### src/rtl/two_comp_deser_if.sv
// Bus bundle for two_comp_deser: serial input handshake, parallel output
// handshake and the busy indicator. The clock and reset stay plain ports
// on the block.
//
// Handshake semantics (both directions): a transfer happens on a rising
// clock edge exactly when valid && ready are both high. The producer holds
// its data stable while valid is high and ready is low. in_ready does not
// depend on in_valid. out_valid does not depend on out_ready.
interface two_comp_deser_if #(
    parameter int WIDTH = 8
);
    logic             in_valid;
    logic             start;
    logic             in;
    logic             in_ready;
    logic [WIDTH-1:0] out_data;
    logic             out_valid;
    logic             out_ready;
    logic             busy;

    // Producer of serial bits and consumer of decoded words
    modport master (
        output in_valid,
        output start,
        output in,
        output out_ready,
        input  in_ready,
        input  out_data,
        input  out_valid,
        input  busy
    );

    // The deserialiser itself
    modport slave (
        input  in_valid,
        input  start,
        input  in,
        input  out_ready,
        output in_ready,
        output out_data,
        output out_valid,
        output busy
    );
endinterface

### src/rtl/two_comp_deser.sv
// two_comp_deser: serial (LSB first) two's-complement negator and deserialiser.
// Each accepted bit is negated on the fly with the serial rule "copy bits up
// to and including the first 1, invert everything after it". The decoded
// bit enters at the MSB end of a shift register. When the last bit of a
// frame is accepted, the finished word is loaded into out_data and held
// until the consumer takes it.
//
// Optional feature: define TWO_COMP_DESER_OVF_EN to add the ovf output. It
// flags the one input word (1 followed by WIDTH-1 zeros) whose negation
// overflows.
module two_comp_deser #(
    parameter int WIDTH = 8
) (
    input  logic               clk,
    input  logic               rst,
    two_comp_deser_if.slave    bus,
    output logic [1:0]         dbg_state_o
`ifdef TWO_COMP_DESER_OVF_EN
    ,
    output logic               ovf
`endif
);

    localparam int CW = (WIDTH > 2) ? $clog2(WIDTH) : 1;
    localparam logic [CW-1:0] LAST_IDX = CW'(WIDTH - 1);

    typedef enum logic [1:0] {
        IDLE  = 2'd0,
        SHIFT = 2'd1,
        HOLD  = 2'd2
    } state_t;

    state_t            state_q, state_d;
    logic [CW-1:0]     cnt_q, cnt_d;
    logic              seen1_q, seen1_d;
    // Only the upper WIDTH-1 bits of the partial word need storage. The
    // final decoded bit goes straight into out_data together with them.
    logic [WIDTH-1:1]  shreg_q, shreg_d;
    logic [WIDTH-1:0]  out_data_q, out_data_d;
    logic              out_valid_q, out_valid_d;
`ifdef TWO_COMP_DESER_OVF_EN
    logic              ovf_q, ovf_d;
`endif

    logic              accept;     // bit transferred this cycle
    logic              restart;    // transferred bit carries start
    logic              take_bit;   // transferred bit belongs to a frame
    logic              seen1_eff;  // seen1 as seen by the current bit
    logic              dbit;       // decoded bit
    logic [CW-1:0]     cnt_eff;    // index of the current bit
    logic [WIDTH-1:0]  shifted;    // partial word including the current bit

    // Next-state, datapath and handshake decisions
    always_comb begin
        state_d     = state_q;
        cnt_d       = cnt_q;
        seen1_d     = seen1_q;
        shreg_d     = shreg_q;
        out_data_d  = out_data_q;
        out_valid_d = out_valid_q;
`ifdef TWO_COMP_DESER_OVF_EN
        ovf_d       = ovf_q;
`endif

        accept    = bus.in_valid && (state_q != HOLD);
        restart   = accept && bus.start;
        // IDLE only takes a bit that opens a frame. SHIFT takes every
        // transferred bit.
        take_bit  = restart || (accept && (state_q == SHIFT));
        seen1_eff = restart ? 1'b0 : seen1_q;
        cnt_eff   = restart ? '0 : cnt_q;
        dbit      = seen1_eff ? ~bus.in : bus.in;
        shifted   = {dbit, shreg_q};

        case (state_q)
            IDLE, SHIFT: begin
                if (take_bit) begin
                    seen1_d = seen1_eff | bus.in;
                    shreg_d = shifted[WIDTH-1:1];
                    if (cnt_eff == LAST_IDX) begin
                        out_data_d  = shifted;
                        out_valid_d = 1'b1;
                        cnt_d       = '0;
                        state_d     = HOLD;
`ifdef TWO_COMP_DESER_OVF_EN
                        // Input word 100..0: no 1 before the final bit,
                        // and the final bit is 1.
                        ovf_d       = ~seen1_eff & bus.in;
`endif
                    end else begin
                        cnt_d   = cnt_eff + CW'(1);
                        state_d = SHIFT;
                    end
                end
            end
            HOLD: begin
                if (out_valid_q && bus.out_ready) begin
                    out_valid_d = 1'b0;
                    state_d     = IDLE;
`ifdef TWO_COMP_DESER_OVF_EN
                    ovf_d       = 1'b0;
`endif
                end
            end
            default: begin
                state_d = IDLE;
            end
        endcase
    end

    // State and datapath registers, cleared asynchronously by reset
    always_ff @(posedge clk or negedge rst) begin
        if (!rst) begin
            state_q     <= IDLE;
            cnt_q       <= '0;
            seen1_q     <= 1'b0;
            shreg_q     <= '0;
            out_data_q  <= '0;
            out_valid_q <= 1'b0;
`ifdef TWO_COMP_DESER_OVF_EN
            ovf_q       <= 1'b0;
`endif
        end else begin
            state_q     <= state_d;
            cnt_q       <= cnt_d;
            seen1_q     <= seen1_d;
            shreg_q     <= shreg_d;
            out_data_q  <= out_data_d;
            out_valid_q <= out_valid_d;
`ifdef TWO_COMP_DESER_OVF_EN
            ovf_q       <= ovf_d;
`endif
        end
    end

    assign bus.in_ready  = (state_q != HOLD);
    assign bus.busy      = (state_q == SHIFT);
    assign bus.out_data  = out_data_q;
    assign bus.out_valid = out_valid_q;
    assign dbg_state_o   = state_q;
`ifdef TWO_COMP_DESER_OVF_EN
    assign ovf           = ovf_q;
`endif

endmodule

### src/flat_wrapper.sv
// flat-port wrapper written by rule: the top's interface ports become plain ports
module two_comp_deser_flat 
#(
    parameter int WIDTH = 8
)
  (clk, rst, dbg_state_o, bus_in_valid, bus_start, bus_in, bus_out_ready, bus_in_ready, bus_out_data, bus_out_valid, bus_busy);
  two_comp_deser_if #(.WIDTH(WIDTH)) bus_i ();
  input  logic clk;
  input  logic rst;
  output logic [1:0] dbg_state_o;
  input wire logic [$bits(bus_i.in_valid)-1:0] bus_in_valid;
  input wire logic [$bits(bus_i.start)-1:0] bus_start;
  input wire logic [$bits(bus_i.in)-1:0] bus_in;
  input wire logic [$bits(bus_i.out_ready)-1:0] bus_out_ready;
  output wire logic [$bits(bus_i.in_ready)-1:0] bus_in_ready;
  output wire logic [$bits(bus_i.out_data)-1:0] bus_out_data;
  output wire logic [$bits(bus_i.out_valid)-1:0] bus_out_valid;
  output wire logic [$bits(bus_i.busy)-1:0] bus_busy;
  assign bus_i.in_valid = bus_in_valid;
  assign bus_i.start = bus_start;
  assign bus_i.in = bus_in;
  assign bus_i.out_ready = bus_out_ready;
  assign bus_in_ready = bus_i.in_ready;
  assign bus_out_data = bus_i.out_data;
  assign bus_out_valid = bus_i.out_valid;
  assign bus_busy = bus_i.busy;
  two_comp_deser #(.WIDTH(WIDTH)) u_core (.clk(clk), .rst(rst), .bus(bus_i), .dbg_state_o(dbg_state_o));
endmodule
### config.mk
export PLATFORM = sky130hd
export DESIGN_NAME = two_comp_deser_flat
export DESIGN_NICKNAME = d
export VERILOG_FILES = /design/src/rtl/two_comp_deser_if.sv /design/src/rtl/two_comp_deser.sv /design/src/flat_wrapper.sv
export SDC_FILE = /design/constraint.sdc
export NUM_CORES = 1
export LEC_CHECK = 0
export ABC_AREA = 1
export CAP_MARGIN = 20
export CORE_MARGIN = 5
export CORE_UTILIZATION = 50
export CTS_CLUSTER_DIAMETER = 100
export DETAILED_ROUTE_END_ITERATION = 10
export PLACE_DENSITY = 0.78
export SLEW_MARGIN = 20
export SYNTH_ARGS = -nofsm -noshare
export SYNTH_HDL_FRONTEND = slang
export SYNTH_SLANG_ARGS = --single-unit
### constraint.sdc
create_clock -name clk -period 1.9 [get_ports clk]
set_input_delay 0.38 -clock clk [delete_from_list [all_inputs] [get_ports clk]]
set_output_delay 0.38 -clock clk [all_outputs]
set_load 0.02 [all_outputs]
* Word-level counts from Yosys, hierarchy flattened *
Cells that the tools add are included.

cells by class
  add/sub/neg operators = 1
  div/mod/pow operators = 0
  reduce and logical (&&, ||, !) cells = 12
  bitwise gates (word level) = 2
  multiplexer cells = 12
  shift operators = 0
  order comparisons = 0
  eq/ne operators = 7
  $mul = 0

operators with widths
  cell                                                                      count
  2-bit two-way mux                                                         3
  3-bit two-way mux                                                         2
  2-bit by 1-bit inequality test with 1-bit output (second input constant)  3
  1-bit two-way mux                                                         5
  1-bit logical AND                                                         4
  2-bit one-hot mux with 2 select lines                                     1
  2-bit AND reduction                                                       2
  4-bit AND reduction                                                       1
  3-bit by 1-bit adder with 3-bit output (second input constant)            1
  3-bit == test (second input constant)                                     1
  3-bit AND reduction                                                       1
  2-bit by 1-bit == test with 1-bit output (second input constant)          1
  2-bit == test (second input constant)                                     1
  2-bit zero test                                                           1
  2-bit inequality test (second input constant)                             1
  1-bit one-hot mux with 2 select lines                                     1
  2-bit nonzero test                                                        1
  2-bit OR reduction                                                        1
  1-bit logical OR                                                          1
  1-bit inverter                                                            1
  1-bit bitwise OR                                                          1

storage, ports and cells
  word-level logic and storage cells = 40
  input bits = 6
  memories kept = 0
  bits in latches = 0
  bits in writable memories = 0
  register bits = 22
  bits in read-only memories = 0
  output and inout bits = 13

* Depth between registers and ports, before layout *
  depth after elaboration = 8
  depth in mapped cells = 11
  depth with buffers taken out = 10

* Worst setup path after synthesis *
No wires, ideal clock.

  path kind = flip-flop to flip-flop
  start = reg u_core.state_q[0], in the netlist u_core.dbg_state_o[0]
  end = reg u_core.out_data_q[0], in the netlist u_core.bus.out_data[0]
  cell stages (with the launch flop) = 12
  data required time = 1.783 ns
  setup slack = 0.067 ns
  clock period less this slack = 1.833 ns
  library setup time = 0.117 ns
  path buffers = 1
  data arrival time = 1.716 ns
  cell sequence = dfrtp_1 -> inv_1 -> nand2_1 -> nand2_1 -> inv_1 -> nor2_1 -> ha_1 -> ha_1 -> buf_6 -> nand3_2 -> nand2_1 -> nand2_1

between the ends
  word-level cells in the longest chain between the ends = 6
  elaborated cells on any way between the ends = 11
  those cells by class = eq/ne: 3; mux: 1; reduce/logical: 7

RTL lines
  what                                    line                   source
  from (decl)                             two_comp_deser.sv:33   state_t state_q, state_d;
  from (signal assigned)                  two_comp_deser.sv:124  state_q <= state_d;
  2-bit inequality test *                 --
  named net bus_in_ready                  flat_wrapper.sv:15     output wire logic [$bits(bus_i.in_ready)-1:0] bus_in_ready;
  1-bit logical AND *                     two_comp_deser.sv:65   accept = bus.in_valid && (state_q != HOLD);
  1-bit logical AND                       two_comp_deser.sv:66   restart = accept && bus.start;
  3-bit two-way mux                       two_comp_deser.sv:71   cnt_eff = restart ? '0 : cnt_q;
  3-bit == test                           two_comp_deser.sv:80   if (cnt_eff == LAST_IDX) begin
  3-bit AND reduction (no source line) *  --
  to (signal assigned)                    two_comp_deser.sv:128  out_data_q <= out_data_d;
  to (decl)                               two_comp_deser.sv:39   logic [WIDTH-1:0] out_data_q, out_data_d;

The timed path passes the listed nets; every way through them passes the cells marked *.
A chain may end at the register's enable or synchronous reset.

* Final worst setup path *
  start = reg u_core.state_q[1], in the netlist u_core.dbg_state_o[1]
  end = out dbg_state_o[1]

RTL lines
  what       line                source
  to (decl)  flat_wrapper.sv:10  output logic [1:0] dbg_state_o;

No word-level cell between the ends.

==> metrics <==
outcome finished, final reports clean; post-synthesis adder-cell area fraction 0.03717; final hold vios 0; vias between 700 and 800; Final Max Slew Viols 0; Data required, critical path ~1.5 ns; crit-path cells clkdlybuf4s50_1; Inserted Clock Buffers 3; FP Rows 16; first-iteration detailed-routing DRC count 12; area of the multi-input gates between 300 and 400 sq um; Ports 19; antenna violations before repair 0; final non-filler cell total between 150 and 200; post-route minimum period between 1.5 and 2 ns; average size of a mapped cell 9.015 sq um; leak pwr between 0.6 and 0.7 nW; Hold/Removal Path Class primary input to async pin; register bit total from synthesis 22; WL/cell approximately 12 microns; vias in the first global route around 720; # fillers about 160; global-route wire length before repair between 3000 and 4000 microns; Post-DP Area about 1200 sq um; Synth Warn # 0; CP Buf/Inv Count 1; Worst Tran Pin Value 0.4779 ns; Unique masters post-synth 13; Arr. time, crit path approximately 1.4 ns; antenna viol nets, final 0; Final GP Congestion roughly 0.80; vias per inst about 4.7; mapped cell area roughly 1000 sq um; chip height about 55 microns; Die W 54.94 microns; post-layout util 0.6598; clock-pin transition on the worst setup and hold timing paths 0.13 ns; Peak supply drop 0.7979 mV; Synth Area in XOR/XNOR 0; post-DP HPWL 1442 microns; P&R area growth vs syn 26.89%; crit-path max FO 6; unrepaired setup endpoints after global routing no; fmax 556.6 MHz; CORE AREA between 1500 and 2000 sq um; initial core utilization 0.5200; pin count of the biggest net entering global routing 23; final setup violation count 0; compound-gate portion of the synthesized area 0.08055; fin crit share 0.9456; CP Launch Type flip-flop; multiplexer area fraction after synthesis 0; CTS tree built; Synth Area in Simple Gates 0.2441; Mapped Nets around 120; Cells after DPL roughly 160; commonest non-fill, non-tap cell in the layout nand2_1; layout cells sized above 1 0.1544; Crit path max-delay family buffers and inverters; CTS Buffer Depth 2; slew margin rel. 0.6806; Final Cell Area about 1300 sq um; Sequential cell area between 500 and 600 sq um; Nets 146; H-tree levels 1; root buf cell clkbuf_4; later-pin clock latency in the skew report between 0.3 and 0.4 ns; kind of critical path flip-flop to output pin; largest family of logic cells by synthesized area simple AND/OR/NAND/NOR gates; Pwr per Cell Area around 1300 nW/um^2; CP peak stage delay between 0.6 and 0.7 ns; First-pass DRT Iterations 4; Worst Setup End Kind output pin; clk sink count 22; GRT Residual Overflow 0; maxcap violations 0; n_diodes 0; Residual DRC 0; synthesized netlist cell count between 100 and 150; most frequent cells in the layout 42 x nand2_1, 22 x dfrtp_1, 16 x clkdlybuf4s50_1, 13 x inv_1, 9 x nand3_1; CP max-delay cell clkdlybuf4s50_1; Die Area 3018 sq um; gr usage total 0.1493; DRT Wirelength about 1900 microns; sequential area share after synthesis 0.5452; Worst Clk Skew 0.007975 ns; PortBufs 18
[flip-flops by register name, summed over array words and instances, names as in the netlist]
register,flops
u_core.shreg_q,7
u_core.seen1_q,1
u_core.bus.out_valid,1
u_core.bus.out_data,8
u_core.dbg_state_o,2
u_core.cnt_q,3
[kinds of logic (layout without fill, tap and decap cells)]
group | after synthesis | count (layout)
adders and majority gates | 3 | 3
DFF | 22 | 22
AOI/OAI and AO/OA | 11 | 11
buffers and inverters | 17 | 41
and+or+nand+nor | 59 | 59
[repair_timing]
action                                  CTS  global route
buffers inserted                          0             0
gates resized for setup                   2             1
hold buffers                              0             0
endpoints found under the setup margin    2             8
[area by class of cell]
class | instances | share of cell area
Multi-Input combinational cell | 73 | 0.2910
Timing Repair Buffer | 24 | 0.1738
Clock buffer | 3 | 0.01758
Inverter | 13 | 0.03809
Sequential cell | 22 | 0.4297
Tap cell | 27 | 0.02637
Clock inverter | 1 | 0.02344
[stage by stage]
| step | setup TNS (ns) | worst slack, ns | hold slack, ns | power, mW |
|---|---|---|---|---|
| 2_1_floorplan | 0 | 0.06655 | 0.08441 | 1.060 |
| 3_3_place_gp | -0.7421 | -0.08266 | 0.4553 | 1.275 |
| 3_5_place_dp | -1.124 | -0.1150 | 0.4576 | 1.301 |
| 4_1_cts | 0 | 0.09773 | 0.3997 | 1.655 |
| 5_1_grt | 0 | 0.008696 | 0.4072 | 1.745 |
| 6_report | 0 | 0.1034 | 0.3807 | 1.644 |
[routing by layer]
| layer | vias to the layer above | track usage | part of all wire |
|---|---|---|---|
| li1 | 395 | - | - |
| met1 | 358 | 0.1779 | 0.42 |
| met2 | 15 | 0.2579 | 0.50 |
| met3 | 6 | 0.02681 | 0.056 |
| met4 | 0 | 0.07287 | 0.021 |
| met5 | - | 0 | 0 |
[synthesized netlist by cell type (all sizes together)]
cell type	instances	area, sq um
buf	4	45.04
dfrtp	22	550.5
ha	3	37.54
inv	13	48.80
nand2	43	163.9
nand3	10	55.05
nor2	6	27.52
o21ai	11	81.32
[path summary, 6_finish.rpt]
| kind | startpoint | end | slack (ns) | cells after the start |
|---|---|---|---|---|
| hold reg to reg | u_core.bus.out_data[1]$_DFFE_PN0P_ | u_core.bus.out_data[1]$_DFFE_PN0P_ | 0.48 | 2 |
| setup reg to reg | u_core.dbg_state_o[0]$_DFFE_PN0P_ | u_core.bus.out_data[4]$_DFFE_PN0P_ | 0.23 | 10 |
| max in group asynchronous | rst | u_core.shreg_q[5]$_DFFE_PN0P_ | 1.29 | 2 |
| min in group clk | u_core.bus.out_data[1]$_DFFE_PN0P_ | u_core.bus.out_data[1]$_DFFE_PN0P_ | 0.48 | 2 |
| setup / recovery | u_core.dbg_state_o[1]$_DFFE_PN0P_ | dbg_state_o[1] | 0.10 | 1 |
| hold / removal | rst | u_core.dbg_state_o[1]$_DFFE_PN0P_ | 0.38 | 2 |
[where the power goes]
group          internal (mW)  switching (mW)  total, mW
Sequential             0.624          0.0879      0.712
Clock                  0.213           0.149      0.362
Combinational          0.255           0.315      0.570
Total                   1.09           0.552       1.64
[worst register-to-register path: cells and delay by family (launching register included)]
family / cells / cell delay (ns)
and+or+nand+nor: 6 / 0.60
DFF: 1 / 0.42
adders and majority gates: 2 / 0.38
buffers and inverters: 2 / 0.17
Note: power is estimated with default switching activity, not from simulation.
